$ cat src/rtl/dmem_pkg.sv
// dmem_pkg: shared types and default widths for the DMEM port-B arbiter.
//   owner_e     : which master (if any) a decision refers to
//   arb_state_e : port-B ownership FSM states
//   DMEM_B_ADDR_W / DMEM_B_DATA_W : default port-B geometry
package dmem_pkg;

  localparam int unsigned DMEM_B_ADDR_W = 7;
  localparam int unsigned DMEM_B_DATA_W = 256;

  typedef enum logic [1:0] {
    OWN_NONE,
    OWN_CCD,
    OWN_ACC
  } owner_e;

  typedef enum logic [1:0] {
    ST_IDLE,
    ST_CCD_OWN,
    ST_ACC_OWN
  } arb_state_e;

endpackage

$ cat src/rtl/dmem_rdlat_pipe.sv
// dmem_rdlat_pipe: RD_LAT-deep valid shift register that tracks accelerator
// read beats through the RAM read latency.
//   clk     : system clock
//   rst_n   : asynchronous active-low reset (drops everything in flight)
//   rd_beat : an accelerator read beat is presented to port B this cycle
//   rvalid  : read data for a beat issued RD_LAT cycles ago is on q_b
module dmem_rdlat_pipe #(
  parameter int unsigned RD_LAT = 1
) (
  input  logic clk,
  input  logic rst_n,
  input  logic rd_beat,
  output logic rvalid
);

  logic [RD_LAT-1:0] stage;

  always_ff @(posedge clk or negedge rst_n) begin
    if (!rst_n) begin
      stage <= '0;
    end else begin
      stage[0] <= rd_beat;
      for (int unsigned i = 1; i < RD_LAT; i++) begin
        stage[i] <= stage[i-1];
      end
    end
  end

  assign rvalid = stage[RD_LAT-1];

endmodule

$ cat src/rtl/dmem_portb_arbiter.sv
// dmem_portb_arbiter: shares DMEM port B between the CCD image writer and
// the accelerator using burst-locked req/gnt arbitration.
//   clk, rst_n            : clock, asynchronous active-low reset
//   halt                  : CPU halted; no new grants are issued
//   ccd_req/addr/wdata    : CCD write master; ccd_gnt marks ownership
//   acc_req/we/addr/wdata : accelerator master; acc_gnt marks ownership
//   acc_rvalid/acc_rdata  : accelerator read return (RD_LAT after the beat)
//   address_b/data_b/rden_b/wren_b/q_b : RAM port B
// Build option: define DMEM_ARB_RR_EN for round-robin tie-breaking from IDLE;
// otherwise CCD has fixed priority over the accelerator.
module dmem_portb_arbiter
  import dmem_pkg::*;
#(
  parameter int unsigned ADDR_W    = DMEM_B_ADDR_W,
  parameter int unsigned DATA_W    = DMEM_B_DATA_W,
  parameter int unsigned BURST_MAX = 16,
  parameter int unsigned RD_LAT    = 1
) (
  input  logic              clk,
  input  logic              rst_n,
  input  logic              halt,
  input  logic              ccd_req,
  input  logic [ADDR_W-1:0] ccd_addr,
  input  logic [DATA_W-1:0] ccd_wdata,
  output logic              ccd_gnt,
  input  logic              acc_req,
  input  logic              acc_we,
  input  logic [ADDR_W-1:0] acc_addr,
  input  logic [DATA_W-1:0] acc_wdata,
  output logic              acc_gnt,
  output logic              acc_rvalid,
  output logic [DATA_W-1:0] acc_rdata,
  output logic [ADDR_W-1:0] address_b,
  output logic [DATA_W-1:0] data_b,
  output logic              rden_b,
  output logic              wren_b,
  input  logic [DATA_W-1:0] q_b
);

  localparam int unsigned         CNT_W    = $clog2(BURST_MAX + 1);
  localparam logic [CNT_W-1:0]    CNT_LAST = CNT_W'(BURST_MAX - 1);

  arb_state_e       state;
  logic [CNT_W-1:0] beat_cnt;
  logic             ccd_beat;
  logic             acc_beat;
  logic             burst_end;
  owner_e           idle_pick;
  logic             take_ccd;
  logic             take_acc;

  assign ccd_beat  = ccd_gnt & ccd_req;
  assign acc_beat  = acc_gnt & acc_req;
  // The beat that brings the count to BURST_MAX is still issued; this flags it.
  assign burst_end = (ccd_beat | acc_beat) & (beat_cnt == CNT_LAST);

`ifdef DMEM_ARB_RR_EN
  owner_e last_served;

  always_comb begin
    idle_pick = OWN_NONE;
    if (ccd_req && acc_req) begin
      idle_pick = (last_served == OWN_CCD) ? OWN_ACC : OWN_CCD;
    end else if (ccd_req) begin
      idle_pick = OWN_CCD;
    end else if (acc_req) begin
      idle_pick = OWN_ACC;
    end
  end

  always_ff @(posedge clk or negedge rst_n) begin
    if (!rst_n) begin
      last_served <= OWN_CCD;
    end else if (take_ccd) begin
      last_served <= OWN_CCD;
    end else if (take_acc) begin
      last_served <= OWN_ACC;
    end
  end
`else
  always_comb begin
    idle_pick = OWN_NONE;
    if (ccd_req) begin
      idle_pick = OWN_CCD;
    end else if (acc_req) begin
      idle_pick = OWN_ACC;
    end
  end
`endif

  // New-grant decisions; halt suppresses both the IDLE grant and the
  // end-of-burst hand-over.
  always_comb begin
    take_ccd = 1'b0;
    take_acc = 1'b0;
    unique case (state)
      ST_IDLE: begin
        take_ccd = ~halt & (idle_pick == OWN_CCD);
        take_acc = ~halt & (idle_pick == OWN_ACC);
      end
      ST_CCD_OWN: take_acc = burst_end & acc_req & ~halt;
      ST_ACC_OWN: take_ccd = burst_end & ccd_req & ~halt;
      default: ;
    endcase
  end

  always_ff @(posedge clk or negedge rst_n) begin
    if (!rst_n) begin
      state    <= ST_IDLE;
      ccd_gnt  <= 1'b0;
      acc_gnt  <= 1'b0;
      beat_cnt <= '0;
    end else begin
      unique case (state)
        ST_IDLE: begin
          beat_cnt <= '0;
          if (take_ccd) begin
            state   <= ST_CCD_OWN;
            ccd_gnt <= 1'b1;
          end else if (take_acc) begin
            state   <= ST_ACC_OWN;
            acc_gnt <= 1'b1;
          end
        end
        ST_CCD_OWN: begin
          if (!ccd_req) begin
            state    <= ST_IDLE;
            ccd_gnt  <= 1'b0;
            beat_cnt <= '0;
          end else if (burst_end) begin
            beat_cnt <= '0;
            if (take_acc) begin
              state   <= ST_ACC_OWN;
              ccd_gnt <= 1'b0;
              acc_gnt <= 1'b1;
            end else if (acc_req) begin
              // Hand-over blocked by halt: release the port instead.
              state   <= ST_IDLE;
              ccd_gnt <= 1'b0;
            end
          end else begin
            beat_cnt <= beat_cnt + CNT_W'(1);
          end
        end
        ST_ACC_OWN: begin
          if (!acc_req) begin
            state    <= ST_IDLE;
            acc_gnt  <= 1'b0;
            beat_cnt <= '0;
          end else if (burst_end) begin
            beat_cnt <= '0;
            if (take_ccd) begin
              state   <= ST_CCD_OWN;
              acc_gnt <= 1'b0;
              ccd_gnt <= 1'b1;
            end else if (ccd_req) begin
              state   <= ST_IDLE;
              acc_gnt <= 1'b0;
            end
          end else begin
            beat_cnt <= beat_cnt + CNT_W'(1);
          end
        end
        default: begin
          state    <= ST_IDLE;
          ccd_gnt  <= 1'b0;
          acc_gnt  <= 1'b0;
          beat_cnt <= '0;
        end
      endcase
    end
  end

  // Port B carries the owner's beat; everything is zero when no beat occurs.
  always_comb begin
    address_b = '0;
    data_b    = '0;
    rden_b    = 1'b0;
    wren_b    = 1'b0;
    if (ccd_beat) begin
      address_b = ccd_addr;
      data_b    = ccd_wdata;
      wren_b    = 1'b1;
    end else if (acc_beat) begin
      address_b = acc_addr;
      data_b    = acc_wdata;
      wren_b    = acc_we;
      rden_b    = ~acc_we;
    end
  end

  dmem_rdlat_pipe #(
    .RD_LAT(RD_LAT)
  ) u_rdlat_pipe (
    .clk    (clk),
    .rst_n  (rst_n),
    .rd_beat(acc_beat & ~acc_we),
    .rvalid (acc_rvalid)
  );

  assign acc_rdata = q_b;

endmodule

$ cat config.mk
export PLATFORM = sky130hd
export DESIGN_NAME = dmem_portb_arbiter
export DESIGN_NICKNAME = d
export VERILOG_FILES = /design/src/rtl/dmem_pkg.sv /design/src/rtl/dmem_rdlat_pipe.sv /design/src/rtl/dmem_portb_arbiter.sv
export SDC_FILE = /design/constraint.sdc
export NUM_CORES = 1
export LEC_CHECK = 0
export BUFFER_PORTS_ARGS = -buffer_cell sky130_fd_sc_hd__buf_4
export CORE_AREA = 2 2 513 515
export CTS_CLUSTER_DIAMETER = 150
export DETAILED_ROUTE_END_ITERATION = 6
export DIE_AREA = 0 0 515 517
export PLACE_DENSITY = 0.3
export SLEW_MARGIN = 15
export SYNTH_ARGS = -nofsm -noshare
export SYNTH_HDL_FRONTEND = slang
export SYNTH_SLANG_ARGS = --single-unit
$ cat constraint.sdc
create_clock -name clk -period 5.18 [get_ports clk]
set_clock_uncertainty 0.2 [all_clocks]
set_input_delay 0.518 -clock clk [delete_from_list [all_inputs] [get_ports clk]]
set_output_delay 0.518 -clock clk [all_outputs]
set_load 0.01 [all_outputs]
==> metrics.txt <==
status finished clean; clk root buf clkbuf_16; Req. time, crit path between 4 and 5 ns; critical path's slowest cell buf_4; Final Net Count approximately 1900; Slew headroom a little under a quarter; die footprint around 270000 um2; critical path's top delay family buffers and inverters; CTS tree built; Netlist cell types 31; CP Cell Sequence and2_4 -> buf_4 -> a22o_1 -> buf_4; switching share of power between 50% and 60%; clock sink count 10; PwrDens around 220 nW/um2; Detailed Place HPWL 175800 um; maximum vdd drop around 0.17 mV; num ports 1312; CTS Hold Bufs 1; Final setup viols 0; Site Rows 188; minimum clock period 3.034 ns; clock share of power around 4.6%; combinational power share about nine tenths; Chip Height between 500 and 600 um; vias in the first global route between 8000 and 9000; crit share post-route between 50 and 60%; worst path arrival time roughly 2.3 ns; starting density of the core 1.991%; largest stage delay on the critical path 0.79 ns; via/cell ratio between 1.5 and 2; Iteration-0 DRC Markers around 370; CP startpoint kind flip-flop; Port Buffers roughly 800; Syn Area/Cell 7.947 um2; H-Tree Depth 1; share of post-route cells with drive strength above 1 between 70% and 80%; drt wl/cell around 40 um; CTS Buf Count 3; CTS resizes 0; Area growth, synth to finish 159.7%; Total GRT Usage a little over an eighth; synthesis-stage register bit count 10; Post-CTS Setup Bufs 0; Netlist Area Pre-Place approximately 5200 um2; CP endpoint kind primary output; CP Class reg -> out; final wirelength between 150000 and 200000 um; Post-Syn Instances around 650; final hold vios 0; setup TNS 0 ns; post-placement setup slack ~2.1 ns; drt pass-1 iters 4; P_sw roughly 1.5 mW; Leak Pwr roughly 5.3 nW; GPL Wtd Cong approximately 0.82; CTS Buffer Depth 2; initial antenna violation count roughly 230; vias after detailed routing 8964; Pint 1.430 mW; largest net degree at the start of global routing around 140; Antenna Violating Nets Remaining 0; CORE AREA 261100 um2; max-slew violations 0; RSZ-0062 raised after global routing false; Yosys warning count 0; share of power burned in registers around 4%; first-pass GRT wire length between 150000 and 200000 um; # Max-Cap Violations 0; final worst setup slack 2.146 ns; Reg clk slew, reported paths 0.04 ns; DRC viols 0; register area share after synthesis slightly below 5%; Hold Path Class reg -> reg; Worst Path Max Fanout 73; grt ovf 0; cell mode on critical path buf_4; FILL cells approximately 31000; slew at the pin closest to its max-slew limit approximately 1.1 ns; post-synth net total about 1400; worst skew pair latency 0.24 ns; die width about 520 um; CP bufs+invs 2; fmax between 300 and 400 MHz
==> per-layer routing <==
metal  up-vias  GRT usage, %  wire (um)
met3       339         11.69      36910
met2      1499         20.32      78850
li1       3243             -          -
met4        50         1.875       4216
met1      3833         13.27      63640
met5         -        0.8291        584
==> sequential cells by signal, summed over array words and instances (netlist names) <==
| register | count |
|---|---|
| u_rdlat_pipe.rvalid | 1 |
| ccd_gnt | 1 |
| state | 2 |
| acc_gnt | 1 |
| beat_cnt | 5 |
==> stage by stage <==
stage	power (mW)	cells	instance area (um2)	hold slack (ns)	util (%)
2_1_floorplan	1.391	654	5197	0.02241	-
3_3_place_gp	2.872	4562	13350	0.1692	5.113
3_5_place_dp	2.870	4562	13350	0.1721	5.113
4_1_cts	3.018	4566	13430	0.2701	5.145
5_1_grt	3.143	4574	13450	0.2830	5.153
6_report	2.920	4591	13500	0.2643	5.169
==> power groups by stage <==
stage,clock (mW),combinational (mW),sequential (mW)
floorplan,0,1.28,0.112
global placement,0,2.76,0.113
detailed placement,0,2.76,0.114
CTS,0.137,2.77,0.113
global route,0.140,2.89,0.115
finish,0.133,2.67,0.113
==> cell type report <==
type,count,area (um2),area share (%)
inverter,4,15.01,0.1112
multi-input combinational,321,2709,20.07
antenna,25,62.56,0.4635
tap,3420,4279,31.70
timing repair buffer,808,6106,45.24
sequential,10,250.2,1.854
clock buffer,3,75.07,0.5562
==> cells by family (layout without fill, tap and decap cells) <==
family / Yosys count / in the layout / share of synthesized area, %
multiplexers: 2 / 2 / 0.3852
adder cells (fa/ha/maj): 5 / 5 / 1.204
other: 0 / 25 / 0
AND/OR/NAND/NOR: 30 / 30 / 2.937
AO/OA/AOI/OAI: 282 / 282 / 47.06
XOR/XNOR: 2 / 2 / 0.3371
flip-flops: 10 / 10 / 4.815
buffers and inverters: 323 / 815 / 43.26
==> cell usage in the layout, fill, tap and decap left out, types with 3 or more instances in the layout <==
master     instances
buf_4            804
a22o_1           264
diode_2           25
dfrtp_1           10
nand2_1            9
nor2_1             6
nand3_1            5
a21oi_1            5
ha_1               5
inv_1              4
o32a_1             3
clkbuf_16          3
buf_12             3
==> cells in the mapped netlist, drive strengths merged <==
cell	count	area, um2
a211oi	2	15.01
a21o	1	7.510
a21oi	6	33.78
a22o	264	2312
a2bb2oi	1	8.760
a31o	1	8.760
a31oi	2	12.51
a41oi	1	8.760
and2	1	6.260
and4b	1	11.26
buf	297	2150
clkbuf	22	83.83
dfrtp	10	250.2
ha	5	62.56
inv	4	15.01
mux2i	2	20.02
nand2	10	45.04
nand2b	2	12.51
nand3	5	25.02
nand4b	1	8.760
nor2	7	26.28
nor3	2	10.01
o32a	3	30.03
o32ai	1	8.760
or4	1	7.510
xnor2	1	8.760
xor2	1	8.760
==> worst paths after layout <==
path / end / slack (ns) / depth (start not counted) / startpoint
hold reg to reg: beat_cnt[0] / 0.26 / 1 / beat_cnt[0]
min in group asynchronous: beat_cnt[2] / 0.60 / 2 / rst_n
hold / removal: beat_cnt[0] / 0.26 / 1 / beat_cnt[0]
setup reg to reg: state[0] / 3.12 / 6 / beat_cnt[0]
max in group asynchronous: u_rdlat_pipe.rvalid / 4.03 / 2 / rst_n
setup / recovery: data_b[2] / 2.15 / 4 / ccd_gnt
(Power assumes the default switching activity.)
